<file path="src/rtl/update_knn12_topk_sel_if.sv">
// Sample stream in, sorted K-nearest result out, for the update_knn12 top-K selector.
interface update_knn12_topk_sel_if #(
    parameter int K      = 3,
    parameter int DIST_W = 32,
    parameter int LBL_W  = 8,
    parameter int CNT_W  = 4
);
    logic                  in_valid;
    logic                  in_ready;
    logic [DIST_W-1:0]     in_dist;
    logic [LBL_W-1:0]      in_label;
    logic                  in_last;
    logic                  out_valid;
    logic                  out_ready;
    logic [K*DIST_W-1:0]   out_dist;
    logic [K*LBL_W-1:0]    out_label;
    logic [CNT_W-1:0]      out_count;

    // Upstream producer and downstream vote stage, seen together from outside the block
    modport master (
        output in_valid, in_dist, in_label, in_last, out_ready,
        input  in_ready, out_valid, out_dist, out_label, out_count
    );

    modport slave (
        input  in_valid, in_dist, in_label, in_last, out_ready,
        output in_ready, out_valid, out_dist, out_label, out_count
    );
endinterface

</file>
<file path="src/rtl/update_knn12_topk_sel.sv">
// Keeps the K smallest (distance, label) pairs of a query in ascending order and
// hands the sorted set to the vote stage once the query's last sample arrives.
module update_knn12_topk_sel #(
    parameter int K      = 3,
    parameter int DIST_W = 32,
    parameter int LBL_W  = 8,
    parameter int CNT_W  = 4
) (
    input  logic                  clk,
    input  logic                  reset,
    input  logic                  ce,
    update_knn12_topk_sel_if.slave bus
);

    typedef enum logic {
        ACC,
        DONE
    } state_t;

    state_t            state_q, state_d;
    logic [DIST_W-1:0] dist_q [K];
    logic [DIST_W-1:0] dist_d [K];
    logic [LBL_W-1:0]  lbl_q  [K];
    logic [LBL_W-1:0]  lbl_d  [K];
    logic [CNT_W-1:0]  cnt_q, cnt_d;
    logic [K-1:0]      lt;
    logic [K-1:0]      lt_prev;
    logic              ready;
    logic              accept;
    logic              handshake;

    // reset is folded in so in_ready stays low for the whole time reset is held
    assign ready     = ce && reset && (state_q == ACC);
    assign accept    = bus.in_valid && ready;
    assign handshake = (state_q == DONE) && bus.out_ready && ce;

    // Slots stay sorted, so lt is a thermometer: the first set bit is the insert point
    always_comb begin
        lt = '0;
        for (int i = 0; i < K; i++) begin
            lt[i] = (bus.in_dist < dist_q[i]);
        end
    end

    assign lt_prev = lt << 1;

    always_ff @(posedge clk or negedge reset) begin
        if (!reset) begin
            state_q <= ACC;
        end else if (ce) begin
            state_q <= state_d;
        end
    end

    always_comb begin
        state_d = state_q;
        case (state_q)
            ACC:     if (accept && bus.in_last) state_d = DONE;
            DONE:    if (handshake)             state_d = ACC;
            default: state_d = ACC;
        endcase
    end

    // Slot i takes slot i-1 when the new sample lands below it, or the new sample itself
    // when i is the insert point; slot K-1's old content simply falls off the end.
    always_comb begin
        for (int i = 0; i < K; i++) begin
            dist_d[i] = dist_q[i];
            lbl_d[i]  = lbl_q[i];
        end
        cnt_d = cnt_q;

        if (accept) begin
            if (lt[0]) begin
                dist_d[0] = bus.in_dist;
                lbl_d[0]  = bus.in_label;
            end
            for (int i = 1; i < K; i++) begin
                if (lt_prev[i]) begin
                    dist_d[i] = dist_q[i-1];
                    lbl_d[i]  = lbl_q[i-1];
                end else if (lt[i]) begin
                    dist_d[i] = bus.in_dist;
                    lbl_d[i]  = bus.in_label;
                end
            end
            if (cnt_q != CNT_W'(K)) begin
                cnt_d = cnt_q + 1'b1;
            end
        end

        if (handshake) begin
            for (int i = 0; i < K; i++) begin
                dist_d[i] = '1;
                lbl_d[i]  = '0;
            end
            cnt_d = '0;
        end
    end

    always_ff @(posedge clk or negedge reset) begin
        if (!reset) begin
            for (int i = 0; i < K; i++) begin
                dist_q[i] <= '1;
                lbl_q[i]  <= '0;
            end
            cnt_q <= '0;
        end else if (ce) begin
            for (int i = 0; i < K; i++) begin
                dist_q[i] <= dist_d[i];
                lbl_q[i]  <= lbl_d[i];
            end
            cnt_q <= cnt_d;
        end
    end

    assign bus.in_ready  = ready;
    assign bus.out_valid = (state_q == DONE);
    assign bus.out_count = cnt_q;

    for (genvar g = 0; g < K; g++) begin : g_out
        assign bus.out_dist[g*DIST_W +: DIST_W] = dist_q[g];
        assign bus.out_label[g*LBL_W +: LBL_W]  = lbl_q[g];
    end

endmodule
</file>
<file path="src/flat_wrapper.sv">
// flat-port wrapper written by rule: the top's interface ports become plain ports
module update_knn12_topk_sel_flat 
#(
    parameter int K      = 3,
    parameter int DIST_W = 32,
    parameter int LBL_W  = 8,
    parameter int CNT_W  = 4
)
  (clk, reset, ce, bus_in_valid, bus_in_dist, bus_in_label, bus_in_last, bus_out_ready, bus_in_ready, bus_out_valid, bus_out_dist, bus_out_label, bus_out_count);
  update_knn12_topk_sel_if #(.K(K), .DIST_W(DIST_W), .LBL_W(LBL_W), .CNT_W(CNT_W)) bus_i ();
  input  logic clk;
  input  logic reset;
  input  logic ce;
  input wire logic [$bits(bus_i.in_valid)-1:0] bus_in_valid;
  input wire logic [$bits(bus_i.in_dist)-1:0] bus_in_dist;
  input wire logic [$bits(bus_i.in_label)-1:0] bus_in_label;
  input wire logic [$bits(bus_i.in_last)-1:0] bus_in_last;
  input wire logic [$bits(bus_i.out_ready)-1:0] bus_out_ready;
  output wire logic [$bits(bus_i.in_ready)-1:0] bus_in_ready;
  output wire logic [$bits(bus_i.out_valid)-1:0] bus_out_valid;
  output wire logic [$bits(bus_i.out_dist)-1:0] bus_out_dist;
  output wire logic [$bits(bus_i.out_label)-1:0] bus_out_label;
  output wire logic [$bits(bus_i.out_count)-1:0] bus_out_count;
  assign bus_i.in_valid = bus_in_valid;
  assign bus_i.in_dist = bus_in_dist;
  assign bus_i.in_label = bus_in_label;
  assign bus_i.in_last = bus_in_last;
  assign bus_i.out_ready = bus_out_ready;
  assign bus_in_ready = bus_i.in_ready;
  assign bus_out_valid = bus_i.out_valid;
  assign bus_out_dist = bus_i.out_dist;
  assign bus_out_label = bus_i.out_label;
  assign bus_out_count = bus_i.out_count;
  update_knn12_topk_sel #(.K(K), .DIST_W(DIST_W), .LBL_W(LBL_W), .CNT_W(CNT_W)) u_core (.clk(clk), .reset(reset), .ce(ce), .bus(bus_i));
endmodule
</file>
<file path="config.mk">
export PLATFORM = sky130hd
export DESIGN_NAME = update_knn12_topk_sel_flat
export DESIGN_NICKNAME = d
export VERILOG_FILES = /design/src/rtl/update_knn12_topk_sel_if.sv /design/src/rtl/update_knn12_topk_sel.sv /design/src/flat_wrapper.sv
export SDC_FILE = /design/constraint.sdc
export NUM_CORES = 1
export LEC_CHECK = 0
export BUFFER_PORTS_ARGS = -buffer_cell sky130_fd_sc_hd__buf_2
export CAP_MARGIN = 30
export CORE_MARGIN = 2
export CORE_UTILIZATION = 33
export CTS_CLUSTER_SIZE = 8
export DETAILED_ROUTE_END_ITERATION = 8
export PLACE_DENSITY = 0.48
export SYNTH_ARGS = -nofsm -noshare
export SYNTH_HDL_FRONTEND = slang
export SYNTH_SLANG_ARGS = --single-unit
</file>
<file path="constraint.sdc">
create_clock -name clk -period 3.1 [get_ports clk]
set_input_delay 0.465 -clock clk [delete_from_list [all_inputs] [get_ports clk]]
set_output_delay 0.465 -clock clk [all_outputs]
set_load 0.01 [all_outputs]
</file>
==> results.tsv, run 1 <==
stage	metric	value	unit
status	outcome	finished clean	
synth	synth_cell_type_count	54	
pwr	power	12.2	mW
clocking	cts_root_buf	clkbuf_16	
synth	syn_avg_cell_area	10.7	um2
placement	place_hpwl	18000	um
detailed_routing	drt_iter0_markers	304	
layout	layout_commonest_cell	buf_2	
layout	regArea	0.00325	mm2
setup_path	slowest_delay	0.56	ns
setup_path	crit_chain	inv_1 > ha_1 > a21o_1 > a221o_1 > a221oi_2 > o21ai_2 > a21oi_4 > buf_4 > a211oi_4 > buf_12 > mux2_4	
global_route	grt_usage	17.8	%
setup_path	worstPathRequired	3.41	ns
sta	max_freq	333	MHz
setup_path	path_max_fanout	22	
floorplanning	fp-row-count	59	
placement	port_buffers	171	
setup_path	endpoint_kind	flop	
detailed_routing	wirelength	24800	um
layout	final_cell_mix	buf_2 (170), inv_1 (113), mux2i_1 (112)	
global_route	antenna_found_initial	1	
sta	finalSetupTns	0	ns
setup_path	worst-setup-path-type	reg2reg	
detailed_routing	via_count	6644	
pwr	p_leak	5.97	nW
clocking	h-tree-depth	4	
floorplanning	start_util	33.6	%
setup_path	r2r_start	u_core.bus.out_dist[25]$_DFFE_PN1P_	
layout	layoutNonFillerInstCount	1368	
clocking	cts_tree	yes	
synth	synth_edf_count	0	
pwr	p_per_area	1110	mW/mm2
floorplanning	dieArea	0.0278	mm2
synth	synthFlopType	dfstp_2	
synth	ys_seq_area_share	37.1	%
layout	utilization	42.0	%
synth	async_flop_share	100	%
clocking	cts_max_path_buffers	2	
global_route	grt_max_degree	126	
run	drv_cap	0	
layout	n_fill_cell	2606	
detailed_routing	postRouteAntennaNets	0	
clocking	clk_latency	0.42	ns
sta	tightest_slew	0.763	ns
layout	flow.area_growth_from_synthesis	25.1	%
sta	slew_headroom	49.1	%
sta	setup_viol_count_final	0	
global_route	gr-total-overflow	0	
synth	synth_nets	956	
detailed_routing	vias_per_cell	4.86	
layout	fin_nets	1159	
detailed_routing	drc	0	
floorplanning	die_h	167	um
placement	pre_cts_slack	-0.0154	ns
setup_path	startpoint	u_core.bus.out_dist[25]$_DFFE_PN1P_	
clocking	cts_hold_buf	0	
setup_path	slowest_stage	dfstp_2	
floorplanning	fp.dieW	167	um
placement	place_inst	1328	
clocking	clk_transition_reported_paths	0.07	ns
sta	min_period_over_period	96.9	%
floorplanning	boundaryPins	172	
setup_path	worstPathArrival	3.31	ns
pwr	peakVddDrop	0.498	mV
global_route	first_global_vias	6788	
detailed_routing	dr.pass1.iters	5	
sta	hold_violations	0	
placement	gp_congestion	0.772	
layout	multi_input_area	0.00489	mm2
synth	netlist_area	0.00875	mm2
clocking	clock_sinks	125	
floorplanning	coreArea	0.0261	mm2
detailed_routing	wl_per_cell	18.1	um
layout	drive_above_1_share	43.0	%
clocking	cts_buffers	17	
worst_hold_path	hold_path.class	in2async	
synth	synth-seq-cells	125	
setup_path	start_kind	flop	
sta	layout_setup_ws	0.0961	ns
synth	yosysWarnings	0	
sta	fin_skew	0.00983	ns
global_route	grt_pass1_wl	38800	um
synth	syn-instance-count	816	
sta	drv_slew	0	
sta	period_needed	3.00	ns
cell usage after synthesis, types with 6 or more instances:
library cell	count	area, um2
nor2_1	82	308
buf_4	8	60.1
buf_6	7	78.8
a2bb2oi_2	32	480
o2bb2ai_1	8	70.1
nand2_1	46	173
dfstp_2	96	2520
nand3_1	8	40.0
ha_1	94	1180
mux2_4	40	601
inv_1	113	424
o21ai_0	16	80.1
clkbuf_1	10	37.5
buf_2	6	30.0
nand4_1	8	50.1
mux2i_1	113	1130
dfrtp_1	29	726
a21oi_1	31	155
mux2_2	8	90.1
final cells by class:
type                            count  share of cell area [%]
Tap cell                          335                    3.83
Antenna cell                        1                  0.0228
Timing Repair Buffer              219                    12.8
Clock inverter                     14                    1.23
Sequential cell                   125                    29.7
Inverter                          113                    3.87
Clock buffer                       18                    3.92
Multi-Input combinational cell    543                    44.7
sequential cells by signal, indices dropped and copies added (netlist names):
signal	flops
u_core.bus.out_count	4
u_core.bus.out_label	24
u_core.bus.out_dist	96
u_core.bus.out_valid	1
worst paths after layout:
kind	endpoint	cells after the start	slack, ns
max reg2reg	u_core.bus.out_label[14]$_DFFE_PN0P_	11	0.1
max	u_core.bus.out_label[14]$_DFFE_PN0P_	11	0.1
min in group clk	u_core.bus.out_valid$_DFFE_PN0P_	2	0.27
min	u_core.bus.out_count[2]$_DFFE_PN0P_	2	0.16
min reg2reg	u_core.bus.out_dist[0]$_DFFE_PN1P_	2	0.50
max in group asynchronous	u_core.bus.out_label[4]$_DFFE_PN0P_	2	2.36
critical path: cells and delay by family, from the launching register on:
family | cells | cell delay, ns
AO/OA/AOI/OAI | 6 | 1.26
buffers and inverters | 3 | 0.43
flip-flops | 1 | 0.56
adder cells (fa/ha/maj) | 1 | 0.31
multiplexers | 1 | 0.31
metrics by stage:
step                hold slack, ns  instance area [um2]
floorplan                    0.169                 8750
finish                       0.160                11000
detailed placement           0.489                10200
CTS                          0.226                10800
global route                 0.217                11000
global placement             0.474                10200
cells by family after synthesis:
kind of cell	after synthesis	share of synthesized area, %
flops	125	37.1
xor+xnor	2	0.200
compound gates	122	12.4
simple gates	164	8.13
fa+ha+maj	94	13.4
mux	161	20.8
buf+inv	148	7.89
what timing repair did:
action                     in CTS  in global routing
setup buffers                   0                  5
gates cloned                    0                  2
pin swaps                       0                  3
gates resized for setup         1                 15
setup endpoints to repair      42                117
report_power, final:
part	leakage [nW]	total [mW]	internal, mW	switching [mW]
clock network	0.270	1.96	1.12	0.843
registers	1.36	3.65	2.90	0.756
logic	4.34	6.54	3.27	3.27
per-layer routing:
layer	GRT usage [%]	share of wire, %	vias to the layer above
li1	-	-	3249
met1	24.7	49	3229
met2	28.6	46	148
met3	3.49	4.5	18
met4	4.50	1.1	0
met5	0	0	-
Power figures use the tool's default switching activity.
==> run 2: changes to the inputs <==
GPL_TIMING_DRIVEN = 0   (was unset)
==> run 2 against run 1 <==
Effect of this change: utilization down 0.48 points; setup slack got worse by 0.035 ns; final cell count down 0.58%; critical endpoint is now u_core.bus.out_label[9]$_DFFE_PN0P_; highest routed layer unchanged.
==> results.tsv, run 2 (same netlist as run 1, synthesis figures left out) <==
stage	metric	value	unit	change
detailed_routing	vias_per_cell	4.82		-0.70%
layout	drive_above_1_share	41.5	%	-1.6 points
floorplanning	die_h	167	um	unchanged
floorplanning	coreArea	0.0261	mm2	unchanged
global_route	first_global_vias	6758		-0.44%
layout	n_fill_cell	2633		+1.0%
status	outcome	finished clean		
clocking	h-tree-depth	4		unchanged
global_route	grt_usage	18.2	%	+0.35 points
sta	max_freq	329	MHz	-1.1%
sta	setup_viol_count_final	0		unchanged
setup_path	start_kind	flop		
layout	utilization	41.6	%	-0.48 points
detailed_routing	wirelength	24700	um	-0.39%
sta	slew_headroom	54.5	%	+5.3 points
detailed_routing	wl_per_cell	18.2	um	+0.19%
sta	fin_skew	0.0148	ns	+0.00493 ns
global_route	grt_pass1_wl	39300	um	+1.2%
sta	hold_violations	0		unchanged
floorplanning	dieArea	0.0278	mm2	unchanged
clocking	clk_transition_reported_paths	0.07	ns	about the same
setup_path	endpoint_kind	flop		
pwr	peakVddDrop	0.374	mV	-25%
setup_path	worst-setup-path-type	reg2reg		
clocking	cts_tree	yes		
detailed_routing	postRouteAntennaNets	0		unchanged
layout	multi_input_area	0.00489	mm2	about the same
clocking	clock_sinks	125		unchanged
floorplanning	fp.dieW	167	um	unchanged
placement	gp_congestion	0.763		-1.2%
placement	port_buffers	171		unchanged
detailed_routing	drc	0		unchanged
worst_hold_path	hold_path.class	in2async		
layout	layoutNonFillerInstCount	1360		-0.58%
pwr	p_leak	5.87	nW	-1.6%
setup_path	worstPathRequired	3.41	ns	about the same
global_route	antenna_found_initial	0		-1
clocking	cts_root_buf	clkbuf_16		
setup_path	slowest_delay	0.55	ns	about the same
placement	pre_cts_slack	-0.171	ns	-0.156 ns
sta	rsz0062_at_grt	yes		
setup_path	slowest_stage	dfstp_2		
layout	largest_reg_flops	96		unchanged
placement	place_hpwl	18300	um	+1.8%
layout	flow.area_growth_from_synthesis	23.7	%	
detailed_routing	dr.pass1.iters	4		-1
setup_path	crit_chain	inv_1 > ha_1 > a21o_1 > a221o_1 > a221oi_2 > o21ai_1 > a21oi_4 > a211oi_4 > buf_4 > buf_8 > mux2_4		
clocking	cts_hold_buf	0		unchanged
run	drv_cap	0		unchanged
sta	period_needed	3.04	ns	+0.0349 ns
detailed_routing	via_count	6559		-1.3%
clocking	cts_max_path_buffers	2		unchanged
global_route	gr-total-overflow	0		unchanged
floorplanning	boundaryPins	172		unchanged
placement	place_inst	1323		-0.38%
global_route	grt_max_degree	71		-44%
layout	num_antenna_cells	0		-1
layout	final_cell_mix	buf_2 (170), inv_1 (113), mux2i_1 (112)		
detailed_routing	drt_iter0_markers	212		-30%
sta	drv_slew	0		unchanged
pwr	p_per_area	1110	mW/mm2	+0.40%
floorplanning	fp-row-count	59		unchanged
sta	layout_setup_ws	0.0612	ns	-0.0349 ns
setup_path	worstPathArrival	3.35	ns	+0.04 ns
clocking	cts_buffers	17		unchanged
setup_path	path_max_fanout	10		-55%
sta	min_period_over_period	98.0	%	+1.1 points
sta	whs	0.0144	ns	-0.146 ns
layout	fin_nets	1152		-0.60%
clocking	clk_latency	0.43	ns	about the same
layout	regArea	0.00325	mm2	unchanged
sta	tightest_slew	0.683	ns	-0.0800 ns
floorplanning	start_util	33.6	%	unchanged
layout	layout_commonest_cell	buf_2		
==> run 2: worst paths after layout <==
| path | from | cells after the start | endpoint | slack (ns) |
|---|---|---|---|---|
| hold / removal | reset | 1 | u_core.bus.out_count[1]$_DFFE_PN0P_ | 0.01 |
| min in group clk | bus_in_last | 2 | u_core.bus.out_valid$_DFFE_PN0P_ | 0.25 |
| max in group asynchronous | reset | 2 | u_core.bus.out_dist[8]$_DFFE_PN1P_ | 2.26 |
| setup reg to reg | u_core.bus.out_dist[25]$_DFFE_PN1P_ | 11 | u_core.bus.out_label[9]$_DFFE_PN0P_ | 0.06 |
| hold reg to reg | u_core.bus.out_dist[0]$_DFFE_PN1P_ | 2 | u_core.bus.out_dist[0]$_DFFE_PN1P_ | 0.49 |
| setup / recovery | u_core.bus.out_dist[25]$_DFFE_PN1P_ | 11 | u_core.bus.out_label[9]$_DFFE_PN0P_ | 0.06 |
==> run 2: area by class of cell <==
cell class / instances / area share, %
buffer: 35 / 2.70
clock buffer: 18 / 3.96
clock inverter: 14 / 1.68
inverter: 113 / 3.92
multi-input combinational: 543 / 45.2
sequential: 125 / 30.0
tap: 335 / 3.87
timing repair buffer: 177 / 8.68
==> run 2: through the flow <==
| step | TNS [ns] | power (mW) | area [um2] |
|---|---|---|---|
| floorplan | 0 | 7.82 | 8750 |
| global placement | -217.81 | 9.78 | 10000 |
| detailed placement | -9.11 | 9.85 | 10100 |
| CTS | 0 | 12.2 | 10800 |
| global route | -0.357 | 13.0 | 10800 |
| finish | 0 | 12.1 | 10800 |
==> run 2: critical path, delay by kind of cell (launching register included) <==
family          cells  cell delay [ns]
buf+inv             3             0.39
mux                 1             0.30
fa+ha+maj           1             0.31
flops               1             0.55
compound gates      6             1.36
==> run 2: routing by layer <==
layer  vias to the layer above  share of wire [%]  GRT usage [%]
met2                       118                 47           29.8
li1                       3243                  -              -
met5                         -                  0              0
met4                         0               0.73           4.05
met1                      3184                 49           24.9
met3                        14                3.8           3.47
==> run 2: repair_timing <==
action	in CTS	in global routing
gates resized for setup	9	14
hold endpoints to repair	0	0
endpoints found under the setup margin	118	118
setup buffers	3	2
pin swaps	1	3
==> run 2: where the power goes <==
part           internal, mW  switching, mW
logic                  3.11           3.13
registers              2.90          0.786
clock network          1.28          0.860
total                  7.29           4.78
==> run 3: changes to the inputs <==
CORE_UTILIZATION = 57   (was 33)
GPL_TIMING_DRIVEN = unset   (was 0)
PLACE_DENSITY = 0.78   (was 0.48)
TNS_END_PERCENT = 100   (was unset)
==> run 3 against run 2 <==
Effect of this change: hold slack improved by 0.25 ns; non-clock buffer count decreased by 8; largest power group unchanged; utilization increased by 29 points; sequential share of layout area increased by 0.39 points; power increased by 0.72%; highest routed layer unchanged; final cell count decreased by 11%; critical path type unchanged.
==> results.tsv, run 3 (same netlist as run 1, synthesis figures left out) <==
stage	metric	value	unit	change
clocking	clk_transition_reported_paths	0.06	ns	about the same
setup_path	worstPathRequired	3.41	ns	about the same
global_route	met3_usage	6.39	%	+2.9 points
floorplanning	die_h	128	um	-23%
pwr	peakVddDrop	0.690	mV	+85%
clocking	h-tree-depth	4		unchanged
setup_path	start_kind	flop		
clocking	cts_tree	yes		
layout	n_fill_cell	1141		-57%
sta	slew_headroom	45.4	%	-9.0 points
clocking	cts_max_path_buffers	2		unchanged
sta	drv_slew	0		unchanged
setup_path	worstPathArrival	3.34	ns	about the same
floorplanning	boundaryPins	172		unchanged
layout	utilization	70.8	%	+29 points
setup_path	r2r_setup_slack	0.07	ns	about the same
global_route	met1_usage	35.5	%	+11 points
layout	largest_reg_flops	96		unchanged
layout	final_cell_mix	buf_2 (170), inv_1 (113), mux2i_1 (113)		
worst_hold_path	hold_path_depth	2		
placement	placed_area	0.00990	mm2	-1.6%
pwr	p_per_area	1140	mW/mm2	+2.0%
sta	layout_setup_ws	0.0684	ns	+0.00719 ns
clocking	cts_hold_buf	0		unchanged
detailed_routing	vias_per_cell	5.69		+18%
sta	min_period_over_period	97.8	%	-0.23 points
setup_path	rr_worst_depth	11		unchanged
layout	layout_commonest_cell	buf_2		
setup_path	path_max_fanout	18		+8
worst_hold_path	min_to	u_core.bus.out_valid$_DFFE_PN0P_		
layout	finalInstanceArea	0.0107	mm2	-1.3%
sta	hold_violations	0		unchanged
detailed_routing	drt_iter0_markers	428		+100%
placement	place_hpwl	15600	um	-15%
pwr	p_leak	5.91	nW	+0.63%
placement	port_buffers	171		unchanged
sta	tightest_slew	0.819	ns	+0.136 ns
sta	max_freq	330	MHz	+0.24%
global_route	antenna_found_initial	0		unchanged
worst_hold_path	hold_path.class	in2reg		
global_route	grt_pass1_wl	35600	um	-9.5%
pwr	power	12.1	mW	+0.72%
placement	gp_congestion	0.837		+9.7%
floorplanning	fp.dieW	128	um	-23%
layout	drive_above_1_share	42.1	%	+0.62 points
floorplanning	dieArea	0.0164	mm2	-41%
clocking	clk_latency	0.43	ns	about the same
worst_hold_path	hold_start	bus_in_last		
placement	pre_cts_slack	0.112	ns	+0.283 ns
global_route	grt_usage	28.0	%	+9.8 points
clocking	cts_root_buf	clkbuf_16		
sta	setup_viol_count_final	0		unchanged
layout	num_antenna_cells	0		unchanged
sta	period_needed	3.03	ns	-0.00719 ns
setup_path	r2r_start	u_core.bus.out_dist[15]$_DFFE_PN1P_		
global_route	first_global_vias	6976		+3.2%
layout	flow.area_growth_from_synthesis	22.1	%	
clocking	clock_sinks	125		unchanged
floorplanning	start_util	58.0	%	+24 points
run	drv_cap	0		unchanged
detailed_routing	wirelength	22400	um	-9.3%
setup_path	endpoint_kind	flop		
setup_path	r2r_end	u_core.bus.out_label[14]$_DFFE_PN0P_		
global_route	gr-total-overflow	0		unchanged
detailed_routing	drc	0		unchanged
global_route	grt.busiest_layer	met2		
sta	whs	0.263	ns	+0.249 ns
clocking	cts_buffers	17		unchanged
detailed_routing	dr.pass1.iters	5		+1
floorplanning	fp-row-count	45		-24%
detailed_routing	wl_per_cell	18.6	um	+2.4%
detailed_routing	via_count	6858		+4.6%
sta	fin_skew	0.00949	ns	-0.00527 ns
setup_path	worst-setup-path-type	reg2reg		
global_route	grt_use_met2	46.8	%	+17 points
layout	fin_nets	1144		-0.69%
floorplanning	coreArea	0.0151	mm2	-42%
detailed_routing	postRouteAntennaNets	0		unchanged
global_route	grt_max_degree	66		-7.0%
status	outcome	finished clean		
==> run 3: cell types whose count changed in the layout (fill, tap and decap cells not counted), sizes merged <==
cell      delta
buf          +5
clkbuf      -10
clkinv       +4
clkinvlp     -2
inv          -5
==> run 3: critical path, stage by stage, from the launching register on <==
cell and delay (ns):
dfstp_2 0.54, inv_1 0.06, ha_1 0.29, nand2_1 0.08, or4_1 0.58, o21ai_4 0.21
a21oi_4 0.09, buf_12 0.15, a211oi_4 0.24, buf_4 0.18, buf_12 0.18, mux2_4 0.31
==> run 3: power by group <==
group / total (mW) / internal (mW) / switching (mW)
sequential: 3.69 / 2.90 / 0.783
combinational: 6.43 / 3.20 / 3.22
clock: 2.04 / 1.30 / 0.737
total: 12.1 / 7.40 / 4.74
==> run 3: cell type report <==
cell class	instances	area, um2	area share (%)
flip-flops and latches	125	3250	30.4
well taps	188	235	2.20
inverters	113	424	3.97
clock inverters	11	141	1.32
clock buffers	21	460	4.31
multi-input cells	543	4910	45.9
repair buffers	204	1270	11.9
==> run 3: worst max path at each step <==
| stage | startpoint | cells after the start | endpoint |
|---|---|---|---|
| after floorplan | u_core.bus.out_dist[15]$_DFFE_PN1P_ | 9 | u_core.bus.out_label[10]$_DFFE_PN0P_ |
| after global placement | u_core.bus.out_dist[25]$_DFFE_PN1P_ | 10 | u_core.bus.out_dist[45]$_DFFE_PN1P_ |
| after detailed placement | bus_in_dist[2] | 10 | u_core.bus.out_dist[85]$_DFFE_PN1P_ |
| after CTS | u_core.bus.out_dist[34]$_DFFE_PN1P_ | 10 | u_core.bus.out_dist[85]$_DFFE_PN1P_ |
| after global routing | u_core.bus.out_dist[51]$_DFFE_PN1P_ | 11 | u_core.bus.out_label[11]$_DFFE_PN0P_ |
| final | u_core.bus.out_dist[15]$_DFFE_PN1P_ | 11 | u_core.bus.out_label[14]$_DFFE_PN0P_ |
==> run 3: metal layers <==
layer / vias up / wire, um
li1: 3241 / -
met1: 3378 / 9740
met2: 203 / 10800
met3: 36 / 1330
met4: 0 / 532
met5: - / 0
==> run 3: metrics by stage <==
stage	setup TNS, ns	cells
3_3_place_gp	0	1165
4_1_cts	0	1197
2_1_floorplan	0	816
5_1_grt	-0.694	1205
3_5_place_dp	0	1165
6_report	0	1205
==> run 3: timing repair <==
item / CTS / global route
endpoints found under the setup margin: 0 / 70
endpoints found under the hold margin: 0 / 0
gates resized for setup: 0 / 13
setup buffers: 0 / 6
